$ cat config.mk
export PLATFORM = sky130hd
export DESIGN_NAME = sum_job_scheduler
export DESIGN_NICKNAME = d
export VERILOG_FILES = /design/src/rtl/sum_sched_pkg.sv /design/src/rtl/sum_datapath.sv /design/src/rtl/sum_job_scheduler.sv
export SDC_FILE = /design/constraint.sdc
export NUM_CORES = 1
export LEC_CHECK = 0
export CORE_AREA = 2 2 133 70
export CTS_CLUSTER_DIAMETER = 100
export CTS_CLUSTER_SIZE = 12
export DETAILED_ROUTE_END_ITERATION = 6
export DIE_AREA = 0 0 135 72
export PLACE_DENSITY = 0.75
export SYNTH_ARGS = -nofsm -noshare
export SYNTH_HDL_FRONTEND = slang
export SYNTH_SLANG_ARGS = --single-unit
$ cat constraint.sdc
create_clock -name clk -period 9.9 [get_ports clk]
set_clock_uncertainty 0.15 [all_clocks]
set_input_delay 1.98 -clock clk [delete_from_list [all_inputs] [get_ports clk]]
set_output_delay 1.98 -clock clk [all_outputs]
set_load 0.005 [all_outputs]
$ cat src/rtl/sum_sched_pkg.sv
// Shared types and helpers for the round-robin sum job scheduler.
// Holds the FSM state encoding, default widths and the round-robin winner search.
package sum_sched_pkg;

  localparam int unsigned DefNreq = 4;
  localparam int unsigned DefCw   = 8;
  localparam int unsigned DefSw   = 16;
  localparam int unsigned MaxReq  = 32;

  typedef enum logic [1:0] {
    StIdle,
    StLoad,
    StCount,
    StResp
  } state_e;

  // First valid index searching upward from ptr+1 with wrap; 0 when nothing is valid.
  function automatic int unsigned rr_winner(input logic [MaxReq-1:0] valid,
                                            input int unsigned       ptr,
                                            input int unsigned       nreq);
    int unsigned idx;
    logic        found;
    rr_winner = 0;
    found     = 1'b0;
    for (int unsigned k = 1; k <= MaxReq; k++) begin
      idx = ptr + k;
      if (idx >= nreq) idx = idx - nreq;
      if ((k <= nreq) && !found && valid[idx[4:0]]) begin
        rr_winner = idx;
        found     = 1'b1;
      end
    end
  endfunction

endpackage

$ cat src/rtl/sum_datapath.sv
// Counter and accumulator computing 1+2+...+limit, sequenced by the scheduler.
// done compares the counter before it is incremented, so the final add lands on the done cycle.
module sum_datapath #(
  parameter int unsigned CW = 8,
  parameter int unsigned SW = 16
) (
  input  logic          clk,
  input  logic          rst,
  input  logic          ld,
  input  logic          en,
  input  logic [CW-1:0] limit,
  output logic          done,
  output logic [SW-1:0] sum
);

  localparam logic [CW:0] CountOne = {{CW{1'b0}}, 1'b1};

  // One extra bit so a limit of 2^CW-1 can still be reached without wrapping.
  logic [CW:0]   count_q;
  logic [SW-1:0] sum_q;

  assign done = (count_q == {1'b0, limit});
  assign sum  = sum_q;

  always_ff @(posedge clk or posedge rst) begin
    if (rst) begin
      count_q <= '0;
      sum_q   <= '0;
    end else if (ld) begin
      count_q <= CountOne;
      sum_q   <= '0;
    end else if (en) begin
      count_q <= count_q + CountOne;
      sum_q   <= sum_q + SW'(count_q);
    end
  end

endmodule

$ cat src/rtl/sum_job_scheduler.sv
// Round-robin scheduler sharing one sum datapath between NREQ requesters.
// Holds a single job at a time; results return over a valid/ready channel tagged with the id.
module sum_job_scheduler
  import sum_sched_pkg::*;
#(
  parameter int unsigned NREQ = DefNreq,
  parameter int unsigned CW   = DefCw,
  parameter int unsigned SW   = DefSw
) (
  input  logic                     clk,
  input  logic                     rst,
  input  logic [NREQ-1:0]          req_valid,
  input  logic [NREQ*CW-1:0]       req_limit,
  output logic [NREQ-1:0]          req_ready,
  output logic                     rsp_valid,
  input  logic                     rsp_ready,
  output logic [$clog2(NREQ)-1:0]  rsp_id,
  output logic [SW-1:0]            rsp_sum,
  output logic                     busy
);

  localparam int unsigned IW = $clog2(NREQ);

  state_e            state_q, state_d;
  logic [IW-1:0]     rr_ptr_q;
  logic [IW-1:0]     id_q;
  logic [IW-1:0]     winner;
  logic [CW-1:0]     limit_q;
  logic [MaxReq-1:0] valid_ext;
  logic              any_req;
  logic              accept;
  logic              dp_ld;
  logic              dp_en;
  logic              dp_done;

  assign valid_ext = MaxReq'(req_valid);
  assign any_req   = |req_valid;
  assign winner    = IW'(rr_winner(valid_ext, 32'(rr_ptr_q), NREQ));

  always_comb begin
    state_d   = state_q;
    req_ready = '0;
    accept    = 1'b0;
    dp_ld     = 1'b0;
    dp_en     = 1'b0;
    rsp_valid = 1'b0;
    unique case (state_q)
      StIdle: begin
        // The winner is always a valid requester, so a grant is also an accept.
        if (any_req) begin
          req_ready[winner] = 1'b1;
          accept            = 1'b1;
          state_d           = StLoad;
        end
      end
      StLoad: begin
        dp_ld   = 1'b1;
        state_d = (limit_q != '0) ? StCount : StResp;
      end
      StCount: begin
        dp_en = 1'b1;
        if (dp_done) state_d = StResp;
      end
      StResp: begin
        rsp_valid = 1'b1;
        if (rsp_ready) state_d = StIdle;
      end
      default: state_d = StIdle;
    endcase
  end

  always_ff @(posedge clk or posedge rst) begin
    if (rst) begin
      state_q  <= StIdle;
      rr_ptr_q <= IW'(NREQ - 1);
      id_q     <= '0;
      limit_q  <= '0;
    end else begin
      state_q <= state_d;
      if (accept) begin
        limit_q  <= req_limit[winner*CW +: CW];
        id_q     <= winner;
        rr_ptr_q <= winner;
      end
    end
  end

  assign rsp_id = id_q;
  assign busy   = (state_q != StIdle);

  // The accumulator register is idle during RESP, so it doubles as the held result.
  sum_datapath #(
    .CW(CW),
    .SW(SW)
  ) u_datapath (
    .clk  (clk),
    .rst  (rst),
    .ld   (dp_ld),
    .en   (dp_en),
    .limit(limit_q),
    .done (dp_done),
    .sum  (rsp_sum)
  );

endmodule

==> Word-level counts from Yosys, hierarchy flattened <==
Index checks and enable logic that the tools add are counted.
{ "totals": {"regBits": 39, "latchBits": 0, "ram_bits": 0, "mem_bits_ro": 0, "output_inout_bits": 24, "n_memories": 0} }
{ "classes": {"n_addsub": 10, "n_mul": 0, "div_mod_pow": 0, "n_lt_le_gt_ge": 10, "n_eq_ne": 7, "shift": 1, "muxes": 37, "bitwise": 0, "reduce_logical": 13} }
{ "ops": {"columns": ["op", "n"], "rows": [
  ["$mux W16", 2],
  ["$shiftx A32 B6 Y8", 1],
  ["$lt A5 B6 Y1 const B", 4],
  ["$bmux W1 S5", 4],
  ["$mux W5", 4],
  ["$mux W9", 2],
  ["$add A16 B9 Y16", 1],
  ["$mux W1", 14],
  ["$mux W2", 7],
  ["$sub A3 B3 Y4 const B", 3],
  ["$add A9 B1 Y9 const B", 1],
  ["$eq A9 B8 Y1", 1],
  ["$ge A3 B3 Y1 const B", 3],
  ["$mux W4", 2],
  ["$pmux W2 S4", 1],
  ["$reduce_bool A8 Y1", 1],
  ["$add A2 B2 Y3 const B", 2],
  ["$ne A2 B2 Y1 const B", 3],
  ["$sub A4 B3 Y5 const B", 1],
  ["$add A2 B3 Y4 const B", 1],
  ["$eq A2 B2 Y1 const B", 2],
  ["$ge A4 B3 Y1 const B", 1],
  ["$logic_and A1 B1 Y1", 4],
  ["$reduce_bool A2 Y1", 2],
  ["other kinds (9)", 11]
]} }

==> Longest topological paths before layout <==
Gate-level depths: netlist of run 1.
{ "depth": {"ltp_word": 21, "depth_mapped": 12, "ltp_nobuf": 10} }

==> By module <==
A second synthesis of run 1 with hierarchy kept.
{ "hier_totals": {"hier_cells": 306, "hier_area_um2": 2807.7} }
{ "modules_own_cells": {"columns": ["mod", "n_inst", "cells_per_inst", "area_per_inst_um2", "seq_area_each_um2"], "rows": [
  ["sum_datapath", 1, 172, 1610.3, 625.6],
  ["sum_job_scheduler", 1, 134, 1197.4, 352.8]
]} }

==> Worst setup path after synthesis of run 1 <==
OpenSTA, ideal clock, no wires.
{ "synth_path": {"path_kind": "in2out", "startpoint": "in req_valid[0]", "endpoint": "out req_ready[1]", "arrival_time_ns": 3.345, "required_ns": 7.770, "path_slack_ns": 4.425, "stages": 7, "n_path_buf": 0, "path_cell_list": "mux4_2 -> o2111a_1 -> a211oi_2 -> nor2_2 -> nor2_4 -> nand2_4 -> nor2_1"} }
{ "synth_via": {"elab_chain_cells": 18, "word_cells_on_any_way": 29} }
{ "synth_lines": {"columns": ["item", "line", "text"], "rows": [
  ["from (decl)", "sum_job_scheduler.sv:12", "input logic [NREQ-1:0] req_valid,"],
  ["$bmux W1 S5", "sum_sched_pkg.sv:28", "if ((k <= nreq) && !found && valid[idx[4:0]]) begin"],
  ["$mux W1 (implied by the code)", "sum_sched_pkg.sv:28", null],
  ["$mux W1", "sum_sched_pkg.sv:28", null],
  ["$logic_not A1 Y1", "sum_sched_pkg.sv:28", null],
  ["$logic_and A1 B1 Y1", "sum_sched_pkg.sv:28", null],
  ["$mux W1", "sum_sched_pkg.sv:28", null],
  ["$logic_not A1 Y1", "sum_sched_pkg.sv:28", null],
  ["$logic_and A1 B1 Y1", "sum_sched_pkg.sv:28", null],
  ["[... 2 more ...]", null, null],
  ["$logic_and A1 B1 Y1", "sum_sched_pkg.sv:28", null],
  ["$mux W2", "sum_sched_pkg.sv:28", null],
  ["$lt A2 B3 Y1 (implied by the code) or $ge A2 B1 Y1 (tied branches)", "sum_job_scheduler.sv:51", "req_ready[winner] = 1'b1;"],
  ["$logic_and A1 B1 Y1 (implied by the code)", "sum_job_scheduler.sv:51", null],
  ["$mux W1 (implied by the code)", "sum_job_scheduler.sv:51", null],
  ["$demux W1 S2", "sum_job_scheduler.sv:51", null],
  ["$mux W4 *", "sum_job_scheduler.sv:50", "if (any_req) begin"],
  ["$mux W4 *", "sum_job_scheduler.sv:47", "unique case (state_q)"],
  ["to (decl)", "sum_job_scheduler.sv:14", "output logic [NREQ-1:0] req_ready,"]
]} }
Mark *: on every way between the ends. The rest lies on a longest branch, timed or not. The select of a mux whose other input is x is not followed.

==> Final worst setup path of run 1 <==
{ "layout_path": {"startpoint": "in req_valid[3]", "endpoint": "out req_ready[0]"} }
Same word-level chain as after synthesis.

==> key figures, run 1 <==
Clocking
  • Worst-path clk slew: 60 ps
  • CTS Buf Count: 5
  • Clock buffer depth: 2
  • TritonCTS clock tree: done
  • Post-CTS Setup Bufs: 0
  • H-Tree Depth: 2
  • Post-CTS sizing: 0
  • Root cell of the clock tree: clkbuf_16
  • Post-CTS Hold Buffers: 0
  • Worst skew pair latency: around 290 ps
  • Clock sink count: 39

Hold path
  • HP Class: register to register
  • Hold path depth: 1

Layout
  • Layout area overhead: 25.80%
  • FILL cells: between 700 and 800
  • Share of cells above drive strength 1: between 10% and 20%
  • N_diodes: 0
  • Final nets: 474

Drt
  • Vias/cell: 5.565
  • DR vias: between 2000 and 3000
  • Total wire length: approximately 8.2 mm
  • Post-route DRC: 0
  • Pre-Repair DR Iteration Count: 4
  • Initial DRC count: between 200 and 250
  • DR WL/cell: between 15 and 20 µm
  • Routed Antenna Nets: 0

Timing
  • Slew HR: between 40 and 50%
  • Peak Freq: 148.9 MHz
  • Pins over their slew limit: 0
  • RSZ-0062 raised after global routing: false
  • Worst Setup Slack, final: ~3200 ps
  • Period utilization: roughly two thirds
  • Final min period: approximately 6700 ps
  • Fin. Hold Viols: 0
  • TNS Setup: 0 ps
  • Worst Tran Pin Value: 756.1 ps
  • Final setup fails: 0

Job
  • MaxCap Viol Count: 0

Global routing
  • Top Usage Layer GRT: met2
  • Largest net degree at the start of global routing: 40
  • Vias in the first global route: about 2800
  • GRT Total Usage: 17.41%
  • GR met1 Demand/Resource: between 20% and 30%
  • Global-route track usage on met3: approximately 3.4%
  • Total gr overflow: 0
  • First-pass GRT wire length: approximately 14 mm
  • Met2 usage: between 20% and 30%
  • Initial antenna violation count: 0

Setup path
  • Crit-path cells: clkdlybuf4s50_1, mux2i_1, o22ai_4, o21ai_2, nand2_1, o21ai_1, nand2_1, nor3_1, clkdlybuf4s50_1
  • WS Path Type: input pin to primary output
  • Largest fanout on the critical path: 10
  • Startpoint Class: input pin
  • Slowest cell on the critical path: clkdlybuf4s50_1
  • Worst stage delay on the critical path: 530 ps
  • Crit end category: primary output
  • Reg2Reg Depth: 9
  • Worst Path Required: just under 8000 ps
  • Crit path DAT: ~4600 ps

Die
  • Initial Util: about two fifths
  • Die footprint: approximately 9700 µm²
  • Cell row count: 24
  • Core area: roughly 8500 µm²
  • Die X: around 140 µm
  • Die height: around 72 µm
  • I/O pins: between 60 and 70

Yosys
  • #FFs+latches synth: 39
  • Mapped cell area: 3337 µm²
  • Ys flop type: dfrtp_1
  • Syn_area_per_cell: 9.373 µm²
  • Main area contributors after synthesis: dfrtp_1, mux2_2, ha_1
  • Yosys top cell by area: dfrtp_1
  • Cell variety after synth: 61
  • Syn Inst Count: ~360
  • EDFF count, synth: 0
  • Yosys warns: 0
  • Asr flop ratio synth: 100.0%
  • Synth top area share: 27.75%
  • Seq/Total Area, Yosys: between 20 and 30%
  • Post-Syn Nets: approximately 420

Power and ir drop
  • Gate power share: approximately 67%
  • Switching Fraction: between 40% and 50%
  • Maximum vdd drop: 0.1086 mV
  • Internal Power: ~0.0007 W
  • Leakage power: 1.698 nW
  • NetSw: 0.0006517 W
  • Total power: about 0.0014 W
  • PwrDens: ~330 nW/µm²
  • Clock power share: between 10% and 20%
  • Sequential power share: approximately 22%

Place
  • Post-DP HPWL: just over 6 mm
  • Place WS: around 3200 ps
  • Port bufs: 62
  • Final Wtd Congestion: roughly 0.84

Outcome
  • Status: complete, no violations
==> routing by layer <==
layer	routed length, µm	up-vias
li1	-	1474
met1	3945	1413
met5	0	-
met2	3706	67
met4	127	0
met3	433	12
==> synth_stat cells, types with 2 or more instances <==
cell type	count
a211oi_1	2
a21boi_1	2
a21o_1	3
a21oi_1	7
a22oi_1	21
and3_1	6
buf_2	2
buf_6	2
clkbuf_1	7
dfrtp_1	37
dfstp_2	2
ha_1	19
inv_1	22
mux2_2	27
mux2i_1	5
mux4_2	2
nand2_1	14
nand2_2	2
nand2b_1	4
nand3_1	3
nand4_1	6
nor2_1	27
nor2_2	2
nor2_4	3
nor2b_1	7
nor3_1	2
nor4_1	2
o211ai_1	2
o21a_1	3
o21ai_0	21
o21ai_1	11
o21ai_2	2
o221ai_1	8
o221ai_2	7
o22ai_1	16
o31ai_1	2
o32ai_1	2
or2_1	2
or2_2	2
or3_1	3
xnor2_1	9
xor2_1	9
==> power by group through the flow <==
stage / Sequential, W / Combinational [W] / Clock (W)
floorplan: 0.000265 / 0.000724 / 0
global placement: 0.000299 / 0.000897 / 0
detailed placement: 0.000299 / 0.000909 / 0
CTS: 0.000297 / 0.000915 / 0.000161
global route: 0.000308 / 0.00101 / 0.000166
finish: 0.000297 / 0.000916 / 0.000157
==> critical path, delay by kind of cell <==
kind	cells	cell delay, ps
multiplexers	1	360
AO/OA/AOI/OAI	3	810
buffers and inverters	2	1020
AND/OR/NAND/NOR	3	420
==> cells in the final DEF (no fill, tap or decap), types with 3 or more instances in the layout <==
| cell | synthesis | routed |
|---|---|---|
| a21o_1 | 3 | 3 |
| a21oi_1 | 7 | 7 |
| a22oi_1 | 21 | 21 |
| and3_1 | 6 | 6 |
| clkbuf_16 | 0 | 5 |
| clkdlybuf4s50_1 | 0 | 62 |
| dfrtp_1 | 37 | 37 |
| ha_1 | 19 | 19 |
| inv_1 | 22 | 22 |
| mux2_2 | 27 | 27 |
| mux2i_1 | 5 | 5 |
| nand2_1 | 14 | 14 |
| nand2b_1 | 4 | 4 |
| nand3_1 | 3 | 3 |
| nand4_1 | 6 | 6 |
| nor2_1 | 27 | 27 |
| nor2_4 | 3 | 3 |
| nor2b_1 | 7 | 7 |
| o21a_1 | 3 | 3 |
| o21ai_0 | 21 | 21 |
| o21ai_1 | 11 | 11 |
| o221ai_1 | 8 | 8 |
| o221ai_2 | 7 | 7 |
| o22ai_1 | 16 | 16 |
| or3_1 | 3 | 3 |
| xnor2_1 | 9 | 9 |
| xor2_1 | 9 | 9 |
==> metrics by stage <==
stage / area, µm² / utilization [%] / cells / hold WS, ps
2_1_floorplan: 3337 / - / 356 / 337.7
3_3_place_gp: 4053 / 47.52 / 525 / 352.0
6_report: 4198 / 49.22 / 533 / 345.7
3_5_place_dp: 4053 / 47.52 / 525 / 337.7
4_1_cts: 4198 / 49.22 / 533 / 351.7
5_1_grt: 4198 / 49.22 / 533 / 374.7
==> flip-flops by register name, indices dropped and copies added, names as in the netlist <==
name / count
rsp_id: 2
u_datapath.count_q: 9
rr_ptr_q: 2
limit_q: 8
u_datapath.sum: 16
state_q: 2
==> area by class of cell <==
class | count | area (µm²) | share of cell area, %
multi-input combinational | 283 | 2213 | 52.73
sequential | 39 | 978.4 | 23.31
timing repair buffer | 63 | 628.1 | 14.96
tap | 117 | 146.4 | 3.487
clock buffer | 5 | 125.1 | 2.981
inverter | 23 | 86.33 | 2.057
clock inverter | 3 | 20.02 | 0.4769
==> path summary, 6_finish.rpt <==
check	endpoint	slack (ps)	from
max	req_ready[0]	3180	req_valid[3]
max in group asynchronous	rr_ptr_q[1]	7280	rst
min reg2reg	rsp_id[0]	350	rsp_id[0]
max reg2reg	limit_q[6]	6190	rr_ptr_q[0]
min	rsp_id[0]	350	rsp_id[0]
min in group asynchronous	rsp_id[0]	1970	rst
==> kinds of logic (layout without fill, tap and decap cells) <==
logic type	count (synthesis)	in the layout	share of synthesized area, %
AOI/OAI and AO/OA	120	120	26.96
DFF	39	39	29.32
adders and majority gates	20	20	7.724
buffers and inverters	34	94	4.349
muxes	34	34	11.96
xor gates and xnor gates	18	18	4.725
and+or+nand+nor	91	91	14.96
Power figures use the tool's default switching activity.
==> run 2: changes to the inputs <==
PLACE_DENSITY = 0.77   (was 0.75)
clock period = 5.7 ns   (was 9.9 ns; I/O delays follow)
==> key figures, run 2 (synthesis results as in run 1) <==
Layout
  • Max reg flops: 16
  • N_diodes: 0
  • FILL cells: 774
  • Share of cells above drive strength 1: ~16%
  • Final nets: ~480
  • Final core utilization: between 40% and 50%
  • Layout area overhead: 26.43%
  • Most common cell after layout, fill and taps aside: clkdlybuf4s50_1
  • Most frequent cells in the layout: clkdlybuf4s50_1, dfrtp_1, nor2_1, mux2_2, inv_1
  • Post-route non-filler standard cell count: roughly 530

Die
  • Die height: 72 µm
  • Initial Util: about two fifths
  • Core area: between 8000 and 9000 µm²
  • Cell row count: 24
  • Die X: 135 µm
  • I/O pins: 63
  • Die footprint: between 9000 and 10000 µm²

Setup path
  • Reg2Reg Depth: 9
  • Crit path DAT: 3780 ps
  • Largest fanout on the critical path: 10
  • Crit end category: primary output
  • Worst Path Required: roughly 4400 ps
  • Startpoint Class: input pin
  • WS Path Type: input pin to primary output

Global routing
  • Largest net degree at the start of global routing: 40
  • Initial antenna violation count: 0
  • First-pass GRT wire length: around 14 mm
  • Total gr overflow: 0
  • Vias in the first global route: 2790
  • GRT Total Usage: 17.23%

Hold path
  • Hold path depth: 1
  • HP Class: register to register

Timing
  • Final min period: 5069 ps
  • Peak Freq: 197.3 MHz
  • Pins over their slew limit: 0
  • Worst Tran Pin Value: slightly above 700 ps
  • Period utilization: approximately nine tenths
  • Fin. Hold Viols: 0
  • RSZ-0062 raised after global routing: false
  • TNS Setup: 0 ps
  • Final setup fails: 0
  • Slew HR: ~52%

Drt
  • Pre-Repair DR Iteration Count: 5
  • Routed Antenna Nets: 0
  • Total wire length: 8.315 mm
  • DR WL/cell: approximately 16 µm
  • Initial DRC count: 232
  • Post-route DRC: 0
  • DR vias: 2914
  • Vias/cell: roughly 5.5

Clocking
  • CTS Buf Count: 5
  • Post-CTS Hold Buffers: 0
  • Clock sink count: 39
  • H-Tree Depth: 2
  • Worst-path clk slew: about 50 ps
  • Post-CTS sizing: 0
  • Post-CTS Setup Bufs: 0
  • Root cell of the clock tree: clkbuf_16
  • Worst skew pair latency: between 200 and 300 ps
  • TritonCTS clock tree: done
  • Clock buffer depth: 2

Job
  • MaxCap Viol Count: 0

Outcome
  • Status: complete, no violations

Power and ir drop
  • Total power: 0.002422 W
  • Maximum vdd drop: about 0.22 mV
  • Leakage power: 1.714 nW
  • PwrDens: 574.1 nW/µm²

Place
  • Final Wtd Congestion: 0.8623
  • Post-DP HPWL: 6.104 mm
  • Placed Cells: 526
  • Port bufs: 62
-- run 2: changes by cell type in the layout (fill, tap and decap cells not counted), sizes merged --
| cell | before | now |
|---|---|---|
| bufinv | 0 | 1 |
| clkbuf | 5 | 6 |
| clkinvlp | 2 | 0 |
| buf | 1 | 2 |
| clkinv | 1 | 0 |
-- run 2: path summary, 6_finish.rpt --
| path | endpoint | slack (ps) | from |
|---|---|---|---|
| max | req_ready[0] | 630 | req_valid[3] |
| min | rsp_id[0] | 340 | rsp_id[0] |
| max reg2reg | limit_q[6] | 2690 | rr_ptr_q[0] |
| min reg2reg | rsp_id[0] | 340 | rsp_id[0] |
| max in group asynchronous | rr_ptr_q[0] | 3890 | rst |
| min in group asynchronous | u_datapath.sum[15] | 1140 | rst |
-- run 2: layout make-up --
class,instances,area [µm²],area share [%]
timing repair buffer,64,635.6,15.07
multi-input combinational,283,2213,52.46
clock inverter,1,30.03,0.7117
clock buffer,6,128.9,3.055
tap,117,146.4,3.470
inverter,23,86.33,2.046
sequential,39,978.4,23.19
-- run 2: through the flow --
stage | hold WS [ps] | area [µm²] | worst slack (ps)
floorplan | 337.7 | 3337 | 1905
global placement | 348.8 | 4060 | 737.3
detailed placement | 337.9 | 4060 | 655.6
CTS | 350.3 | 4219 | 642.6
global route | 363.2 | 4219 | 402.0
finish | 342.9 | 4219 | 631.1
-- run 2: where the power goes --
| group | switching [W] | internal [W] | leakage [nW] |
|---|---|---|---|
| sequential | 0.000101 | 0.000379 | 0.501 |
| clock | 0.000102 | 0.000204 | 0.0769 |
| combinational | 0.000923 | 0.000712 | 1.14 |
-- run 2: metal layers --
metal	vias up	track usage [%]	part of all wire [%]
met3	2	2.795	3.1
li1	1469	-	-
met1	1393	24.64	51
met4	0	3.472	0.36
met2	50	27.92	46
met5	-	0	0
-- run 2: critical path, cell delays in order --
cell and delay, ps:
clkdlybuf4s50_1 500, mux2i_1 370, o22ai_4 180, o21ai_2 420, nand2_1 90, o21ai_1 200
nand2_1 150, nor3_1 190, clkdlybuf4s50_1 530
